==> src/rtl/multi_func_stats_pkg.sv <==
// Shared types and fixed-point helpers for the multi_func_stats window statistics block.
package multi_func_stats_pkg;

  typedef enum logic [1:0] {
    STATS_IDLE  = 2'd0,
    STATS_ACCUM = 2'd1,
    STATS_DONE  = 2'd2
  } stats_state_e;

  localparam int unsigned FX_FN_W = 64;

  // Largest positive two's-complement value of a given width (0111...1).
  function automatic logic [FX_FN_W-1:0] fx_max_val(input int unsigned width);
    return (FX_FN_W'(1) << (width - 1)) - FX_FN_W'(1);
  endfunction

  // Most negative two's-complement value of a given width (1000...0).
  function automatic logic [FX_FN_W-1:0] fx_min_val(input int unsigned width);
    return FX_FN_W'(1) << (width - 1);
  endfunction

endpackage

==> src/rtl/multi_func_stats_channel.sv <==
// Per-channel running sum / min / max over one window; exposes next-state values
// so the top can capture the final record on the last sample.
module stats_channel
  import multi_func_stats_pkg::*;
#(
  parameter int unsigned WIDTH = 18,
  parameter int unsigned SUM_W = 23
) (
  input  logic                    clk,
  input  logic                    rst,
  input  logic                    clear_i,
  input  logic                    update_i,
  input  logic signed [WIDTH-1:0] sample_i,
  output logic signed [SUM_W-1:0] sum_next_c,
  output logic signed [WIDTH-1:0] min_next_c,
  output logic signed [WIDTH-1:0] max_next_c
);

  logic signed [SUM_W-1:0] sum_q, sum_d;
  logic signed [WIDTH-1:0] min_q, min_d;
  logic signed [WIDTH-1:0] max_q, max_d;

  // Clear seeds extrema with opposite-end values; update folds in one sample.
  always_comb begin
    sum_d = sum_q;
    min_d = min_q;
    max_d = max_q;
    if (clear_i) begin
      sum_d = '0;
      min_d = WIDTH'(fx_max_val(WIDTH));
      max_d = WIDTH'(fx_min_val(WIDTH));
    end else if (update_i) begin
      sum_d = sum_q + {{(SUM_W - WIDTH){sample_i[WIDTH-1]}}, sample_i};
      if (sample_i < min_q) min_d = sample_i;
      if (sample_i > max_q) max_d = sample_i;
    end
  end

  // Accumulator registers.
  always_ff @(posedge clk or negedge rst) begin
    if (!rst) begin
      sum_q <= '0;
      min_q <= '0;
      max_q <= '0;
    end else begin
      sum_q <= sum_d;
      min_q <= min_d;
      max_q <= max_d;
    end
  end

  assign sum_next_c = sum_d;
  assign min_next_c = min_d;
  assign max_next_c = max_d;

endmodule

==> src/rtl/multi_func_stats.sv <==
// Windowed sum/min/max/mean of two signed fixed-point streams with a valid/ready
// result record. Optional MULTI_FUNC_STATS_DIFF_EN adds maxdiff = max |in1 - in2|.
module multi_func_stats
  import multi_func_stats_pkg::*;
#(
  parameter int unsigned WIDTH     = 18,
  parameter int unsigned N_SAMPLES = 16
) (
  input  logic                                     clk,
  input  logic                                     rst,
  input  logic                                     start,
  input  logic                                     abort,
  input  logic                                     sample_en,
  input  logic signed [WIDTH-1:0]                  in1,
  input  logic signed [WIDTH-1:0]                  in2,
  output logic                                     busy,
  output logic                                     stats_valid,
  input  logic                                     stats_ready,
  output logic signed [WIDTH+$clog2(N_SAMPLES):0]  sum1,
  output logic signed [WIDTH+$clog2(N_SAMPLES):0]  sum2,
  output logic signed [WIDTH-1:0]                  min1,
  output logic signed [WIDTH-1:0]                  max1,
  output logic signed [WIDTH-1:0]                  min2,
  output logic signed [WIDTH-1:0]                  max2,
  output logic signed [WIDTH-1:0]                  mean1,
  output logic signed [WIDTH-1:0]                  mean2
`ifdef MULTI_FUNC_STATS_DIFF_EN
  ,
  output logic        [WIDTH:0]                    maxdiff
`endif
);

  localparam int unsigned SHIFT = $clog2(N_SAMPLES);
  localparam int unsigned CNT_W = SHIFT + 1;
  localparam int unsigned SUM_W = WIDTH + CNT_W;

  stats_state_e state_q, state_d;
  logic [CNT_W-1:0] count_q, count_d;
  logic clear_c, update_c, load_c, last_c;

  logic signed [SUM_W-1:0] ch1_sum_c, ch2_sum_c;
  logic signed [WIDTH-1:0] ch1_min_c, ch1_max_c, ch2_min_c, ch2_max_c;

  logic                    busy_q, stats_valid_q;
  logic signed [SUM_W-1:0] sum1_q, sum2_q;
  logic signed [WIDTH-1:0] min1_q, max1_q, min2_q, max2_q, mean1_q, mean2_q;

  assign last_c = (count_q == CNT_W'(N_SAMPLES - 1));

  // State register.
  always_ff @(posedge clk or negedge rst) begin
    if (!rst) state_q <= STATS_IDLE;
    else      state_q <= state_d;
  end

  // Next-state logic; abort wins in ACCUM and DONE.
  always_comb begin
    state_d = state_q;
    unique case (state_q)
      STATS_IDLE:  if (start) state_d = STATS_ACCUM;
      STATS_ACCUM: begin
        if (abort)                    state_d = STATS_IDLE;
        else if (sample_en && last_c) state_d = STATS_DONE;
      end
      STATS_DONE: begin
        if (abort)            state_d = STATS_IDLE;
        else if (stats_ready) state_d = start ? STATS_ACCUM : STATS_IDLE;
      end
      default:                state_d = STATS_IDLE;
    endcase
  end

  // Datapath controls: window clear, sample update, record capture.
  always_comb begin
    clear_c  = 1'b0;
    update_c = 1'b0;
    load_c   = 1'b0;
    unique case (state_q)
      STATS_IDLE:  clear_c = start;
      STATS_ACCUM: begin
        update_c = !abort && sample_en;
        load_c   = !abort && sample_en && last_c;
      end
      STATS_DONE:  clear_c = !abort && stats_ready && start;
      default: ;
    endcase
  end

  // Enabled-sample counter within the window.
  always_comb begin
    count_d = count_q;
    if (clear_c)       count_d = '0;
    else if (update_c) count_d = count_q + CNT_W'(1);
  end

  always_ff @(posedge clk or negedge rst) begin
    if (!rst) count_q <= '0;
    else      count_q <= count_d;
  end

  stats_channel #(.WIDTH(WIDTH), .SUM_W(SUM_W)) u_ch1 (
    .clk        (clk),
    .rst        (rst),
    .clear_i    (clear_c),
    .update_i   (update_c),
    .sample_i   (in1),
    .sum_next_c (ch1_sum_c),
    .min_next_c (ch1_min_c),
    .max_next_c (ch1_max_c)
  );

  stats_channel #(.WIDTH(WIDTH), .SUM_W(SUM_W)) u_ch2 (
    .clk        (clk),
    .rst        (rst),
    .clear_i    (clear_c),
    .update_i   (update_c),
    .sample_i   (in2),
    .sum_next_c (ch2_sum_c),
    .min_next_c (ch2_min_c),
    .max_next_c (ch2_max_c)
  );

  // Status flags and the result record; the record only changes on the last sample.
  always_ff @(posedge clk or negedge rst) begin
    if (!rst) begin
      busy_q        <= 1'b0;
      stats_valid_q <= 1'b0;
      sum1_q        <= '0;
      sum2_q        <= '0;
      min1_q        <= '0;
      max1_q        <= '0;
      min2_q        <= '0;
      max2_q        <= '0;
      mean1_q       <= '0;
      mean2_q       <= '0;
    end else begin
      busy_q        <= (state_d == STATS_ACCUM);
      stats_valid_q <= (state_d == STATS_DONE);
      if (load_c) begin
        sum1_q  <= ch1_sum_c;
        sum2_q  <= ch2_sum_c;
        min1_q  <= ch1_min_c;
        max1_q  <= ch1_max_c;
        min2_q  <= ch2_min_c;
        max2_q  <= ch2_max_c;
        mean1_q <= WIDTH'(ch1_sum_c >>> SHIFT);
        mean2_q <= WIDTH'(ch2_sum_c >>> SHIFT);
      end
    end
  end

  assign busy        = busy_q;
  assign stats_valid = stats_valid_q;
  assign sum1        = sum1_q;
  assign sum2        = sum2_q;
  assign min1        = min1_q;
  assign max1        = max1_q;
  assign min2        = min2_q;
  assign max2        = max2_q;
  assign mean1       = mean1_q;
  assign mean2       = mean2_q;

`ifdef MULTI_FUNC_STATS_DIFF_EN
  logic signed [WIDTH:0] diff_c;
  logic        [WIDTH:0] absdiff_c;
  logic        [WIDTH:0] maxdiff_acc_q, maxdiff_acc_d;
  logic        [WIDTH:0] maxdiff_q;

  // One extra bit keeps the channel difference from wrapping.
  assign diff_c    = {in1[WIDTH-1], in1} - {in2[WIDTH-1], in2};
  assign absdiff_c = diff_c[WIDTH] ? (WIDTH+1)'(-diff_c) : (WIDTH+1)'(diff_c);

  // Running max of |in1 - in2| over the window.
  always_comb begin
    maxdiff_acc_d = maxdiff_acc_q;
    if (clear_c)                                      maxdiff_acc_d = '0;
    else if (update_c && (absdiff_c > maxdiff_acc_q)) maxdiff_acc_d = absdiff_c;
  end

  // Accumulator and the record copy, captured with the rest of the record.
  always_ff @(posedge clk or negedge rst) begin
    if (!rst) begin
      maxdiff_acc_q <= '0;
      maxdiff_q     <= '0;
    end else begin
      maxdiff_acc_q <= maxdiff_acc_d;
      if (load_c) maxdiff_q <= maxdiff_acc_d;
    end
  end

  assign maxdiff = maxdiff_q;
`endif

endmodule

==> config.mk <==
export PLATFORM = sky130hd
export DESIGN_NAME = multi_func_stats
export DESIGN_NICKNAME = d
export VERILOG_FILES = /design/src/rtl/multi_func_stats_pkg.sv /design/src/rtl/multi_func_stats_channel.sv /design/src/rtl/multi_func_stats.sv
export SDC_FILE = /design/constraint.sdc
export NUM_CORES = 1
export LEC_CHECK = 0
export CORE_MARGIN = 5
export CORE_UTILIZATION = 51
export DETAILED_ROUTE_END_ITERATION = 12
export HOLD_SLACK_MARGIN = 0.15
export PLACE_DENSITY = 0.78
export REMOVE_ABC_BUFFERS = 1
export SETUP_SLACK_MARGIN = 0.3
export SLEW_MARGIN = 20
export SYNTH_ARGS = -nofsm -noshare
export SYNTH_HDL_FRONTEND = slang
export SYNTH_SLANG_ARGS = --single-unit
==> constraint.sdc <==
create_clock -name clk -period 2.5 [get_ports clk]
set_input_delay 0.5 -clock clk [delete_from_list [all_inputs] [get_ports clk]]
set_output_delay 0.5 -clock clk [all_outputs]
set_load 0.01 [all_outputs]
==> impl_table.tex <==
\begin{tabular}{lr}
\hline
Metric & Value \\
\hline
\multicolumn{2}{l}{\textbf{Floorplanning}} \\
Die height & around 180 um \\
Die width & 182.1 um \\
Number of placement rows & 63 \\
Core area & a little under 30000 um2 \\
Starting Density & 0.5136 \\
Floorplan die area & 33150 um2 \\
Ports & 198 \\
\multicolumn{2}{l}{\textbf{Drt}} \\
Total wirelength of the detailed-routed design & 73.93 mm \\
Number of antenna-violating nets in the routed design & 0 \\
Number of DRC markers after the initial detailed-route iteration & 2860 \\
Average via count per standard cell & around 7 \\
Post-detailed-route wirelength per cell & between 20 and 30 um \\
Count of vias placed by the detailed router & 17935 \\
1st-pass router iterations & 8 \\
Final routed DRC violation total & 0 \\
\multicolumn{2}{l}{\textbf{Power and ir drop}} \\
LEAKAGE & roughly 11 nW \\
IR drop worst, VDD & 0.6346 mV \\
Power per cell area & 769.7 nW/um2 \\
\multicolumn{2}{l}{\textbf{GRT}} \\
Global-route track usage on met2 & 0.5347 \\
GRT busiest layer & met2 \\
Total gr overflow & 0 \\
Total routing usage reported by global routing & 0.3264 \\
Maximum number of pins on one net before global-route repair & 77 \\
Global routing usage on met1 & 0.4266 \\
Met3 Resource Use GR & 0.05681 \\
Number of global-route vias before repair & around 16000 \\
Initial antenna violation count & 3 \\
Global-route wire length before repair & 88.42 mm \\
\multicolumn{2}{l}{\textbf{Synth}} \\
Number of enable-type register cells in the synthesized netlist & 0 \\
Synth async-reset ratio & 1.000 \\
Post-synthesis area per instance & approximately 9.0 um2 \\
Post-synthesis sequential element count & 245 \\
Cell Area, Synth & roughly 15000 um2 \\
Distinct cells, synth & 82 \\
Portion of the post-synthesis area used by sequential elements & 0.4060 \\
Gate Count Post-Synth & around 1700 \\
Total number of yosys warnings & 0 \\
Main flop type after synthesis & sky130\_fd\_sc\_hd\_\_dfrtp\_1 \\
\multicolumn{2}{l}{\textbf{STA}} \\
Slew margin rel. & 0.5468 \\
Endpoints failing setup & 179 \\
Final count of hold timing violations & 0 \\
Worst slack on hold paths & about 0.41 ns \\
Slew at the pin closest to its max-slew limit & 0.6727 ns \\
Time the worst path needs with I/O delays and setup & 3.122 ns \\
Worst setup skew after layout & 0.02103 ns \\
Maximum achievable frequency & 320.3 MHz \\
Pins over their slew limit & 0 \\
Final critical-path share of the clock period & 1.249 \\
PnR worst setup slack & -0.6216 ns \\
Unrepaired setup endpoints after global routing & yes \\
\multicolumn{2}{l}{\textbf{Worst hold path}} \\
Class of the tightest hold or removal check & input port to flip-flop \\
Destination of the worst hold path & max2[16] \\
Cell depth of the worst hold path & 3 \\
Min-Delay Startpoint & in2[16] \\
\multicolumn{2}{l}{\textbf{Worst setup path}} \\
Series of cell instances along the critical path & inv\_1 -> ha\_1 -> nand3\_1 -> or3\_4 -> buf\_4 -> nor2\_2 -> a21oi\_4 -> o211ai\_1 -> buf\_4 -> buf\_8 -> nand3\_1 -> a31oi\_2 \\
Number of buffers and inverters on the critical path & 4 \\
Required arrival time at the worst endpoint & 2.92 ns \\
Setup slack on the worst flop-to-flop path & -0.62 ns \\
CP peak stage delay & 0.40 ns \\
Data arrival time at the worst-slack endpoint & around 3.6 ns \\
Crit path max-delay family & simple AND/OR/NAND/NOR gates \\
Highest net fanout along the worst path & 7 \\
Critical Path Sink Type & flip-flop \\
End of the worst register-to-register path & max1[11] \\
Worst reg2reg path depth & 12 \\
Critical path class & flip-flop to flip-flop \\
Library cell contributing the largest single delay on the critical path & sky130\_fd\_sc\_hd\_\_or3\_4 \\
Kind of start point of the critical path & flip-flop \\
Worst path depth & 12 \\
Reg2reg start & u\_ch1.max\_q[6] \\
\multicolumn{2}{l}{\textbf{Finish}} \\
Filler instances & 1308 \\
Storage cell area & 6132 um2 \\
Area of the multi-input gates & approximately 11000 um2 \\
Final std cell area, no fill & between 20000 and 25000 um2 \\
Finished Core Util & 0.8263 \\
Area added between synthesis and finish & 60.88\% \\
Net total in the final layout & between 2000 and 2500 \\
Fraction of final layout cells with drive strength greater than 1 & 0.3806 \\
\multicolumn{2}{l}{\textbf{Place}} \\
Final Wtd Congestion & 0.9375 \\
Detailed placer's ending HPWL & 33.33 mm \\
Placed standard-cell area & roughly 19000 um2 \\
Number of buffer cells added on primary ports & a little under 200 \\
Setup Slack @ Placement & -1.082 ns \\
\multicolumn{2}{l}{\textbf{Clock network}} \\
Total number of H-tree levels & 1 \\
Clock slew at reported path FFs & 0.07 ns \\
Number of CTS-inserted buffers & 28 \\
TritonCTS clock tree & yes \\
Clock tree root buffer cell & sky130\_fd\_sc\_hd\_\_clkbuf\_16 \\
Worst skew pair latency & roughly 0.58 ns \\
Max clock buf depth & 3 \\
Clk sinks & 245 \\
\multicolumn{2}{l}{\textbf{Run}} \\
Number of maximum-capacitance violations & 0 \\
\multicolumn{2}{l}{\textbf{Outcome}} \\
Violated checks & negative setup slack \\
Result of the run & finished, violations left \\
\hline
\end{tabular}
## where the power goes
group / internal, W / leakage (nW) / switching [W]
Combinational: 0.00396 / 7.05 / 0.00510
Clock: 0.00281 / 0.510 / 0.00191
Sequential: 0.00443 / 3.22 / 0.000499
Total: 0.0112 / 10.8 / 0.00751
## worst reg2reg max path: cells and delay by family (launching register included)
kind / cells / cell delay, ns
simple gates: 4 / 0.89
fa+ha+maj: 1 / 0.36
flops: 1 / 0.39
buf+inv: 4 / 0.65
compound gates: 3 / 0.67
## stage by stage
stage	total power, W	TNS, ns	cells
floorplan	0.007954	-265.68	1538
global placement	0.01017	-154.69	2399
detailed placement	0.01039	-167.79	2399
CTS	0.01620	-0.6954	2512
global route	0.01916	-48.08	2555
finish	0.01870	-40.66	2557
## how the worst max path moves through the flow
stage,from,endpoint,slack [ns]
final,u_ch1.max_q[6],max1[11],-0.62
after global placement,in1[2],min1[15],-1.01
after floorplan,abort,u_ch1.sum_q[21],-2.04
after global routing,u_ch1.max_q[6],max1[11],-0.64
after CTS,u_ch1.sum_q[0],sum1[18],-0.1
after detailed placement,in1[2],min1[6],-1.08
## cell type report
cell class / count / area share
multi-input combinational: 1187 / 0.4439
sequential: 245 / 0.2524
timing repair buffer: 572 / 0.2244
clock buffer: 38 / 0.03373
tap: 390 / 0.02009
inverter: 109 / 0.01684
clock inverter: 14 / 0.008343
antenna: 2 / 0.0002060
## cell families (layout without fill, tap and decap cells)
group,count (synthesis),after routing,share of synthesized area
muxes,48,48,0.03414
DFF,245,245,0.4060
xor gates and xnor gates,33,33,0.01914
adders and majority gates,118,118,0.09877
buffers and inverters,243,733,0.07407
AOI/OAI and AO/OA,456,456,0.2013
and+or+nand+nor,529,532,0.1665
other,0,2,0
## registers in the layout, summed over array words and instances, names as in the netlist, 23 cells and up
register / flops
sum1: 23
sum2: 23
u_ch1.sum_q: 23
u_ch2.sum_q: 23
## synth_stat cells (all sizes together) (26+ instances only)
cell | count | area share
mux2i | 26 | 0.017
nand2 | 140 | 0.035
ha | 116 | 0.096
nor4 | 54 | 0.022
a31oi | 56 | 0.024
nor2 | 165 | 0.042
nand3 | 75 | 0.025
o21ai | 108 | 0.036
clkbuf | 67 | 0.017
dfrtp | 245 | 0.41
a21o | 37 | 0.018
a21oi | 106 | 0.037
buf | 67 | 0.030
o211ai | 60 | 0.034
inv | 109 | 0.027
## metal layers
layer	part of all wire	vias to the layer above	wire [um]
li1	-	6953	-
met1	0.34	8373	25070
met3	0.13	748	9687
met2	0.43	1859	31900
met5	0.000095	-	7
met4	0.098	2	7260
## cells in the final DEF (no fill, tap or decap), types with 16 or more instances in the layout
cell	n
sky130_fd_sc_hd__ha_1	85
sky130_fd_sc_hd__buf_12	27
sky130_fd_sc_hd__nand3_1	20
sky130_fd_sc_hd__a21o_1	36
sky130_fd_sc_hd__clkbuf_16	29
sky130_fd_sc_hd__nand3_2	30
sky130_fd_sc_hd__dlygate4sd2_1	30
sky130_fd_sc_hd__a21oi_2	32
sky130_fd_sc_hd__inv_1	94
sky130_fd_sc_hd__dfrtp_1	244
sky130_fd_sc_hd__buf_6	57
sky130_fd_sc_hd__nand4_1	16
sky130_fd_sc_hd__nor2_1	148
sky130_fd_sc_hd__ha_4	27
sky130_fd_sc_hd__buf_4	279
sky130_fd_sc_hd__o211ai_1	48
sky130_fd_sc_hd__clkdlybuf4s50_1	163
sky130_fd_sc_hd__nand3_4	25
sky130_fd_sc_hd__mux2i_4	18
sky130_fd_sc_hd__a21oi_1	63
sky130_fd_sc_hd__nor4_4	29
sky130_fd_sc_hd__o21ai_0	36
sky130_fd_sc_hd__o21ai_4	21
sky130_fd_sc_hd__o21ai_1	36
sky130_fd_sc_hd__a31oi_1	39
sky130_fd_sc_hd__nand2_1	132
## what timing repair did
action,in CTS,in global routing
endpoints found under the hold margin,69,0
setup buffers,47,41
pin swaps,173,171
cloned,13,2
endpoints found under the setup margin,210,215
hold buffers,1,0
gates resized for setup,388,279
(Power assumes the default switching activity.)
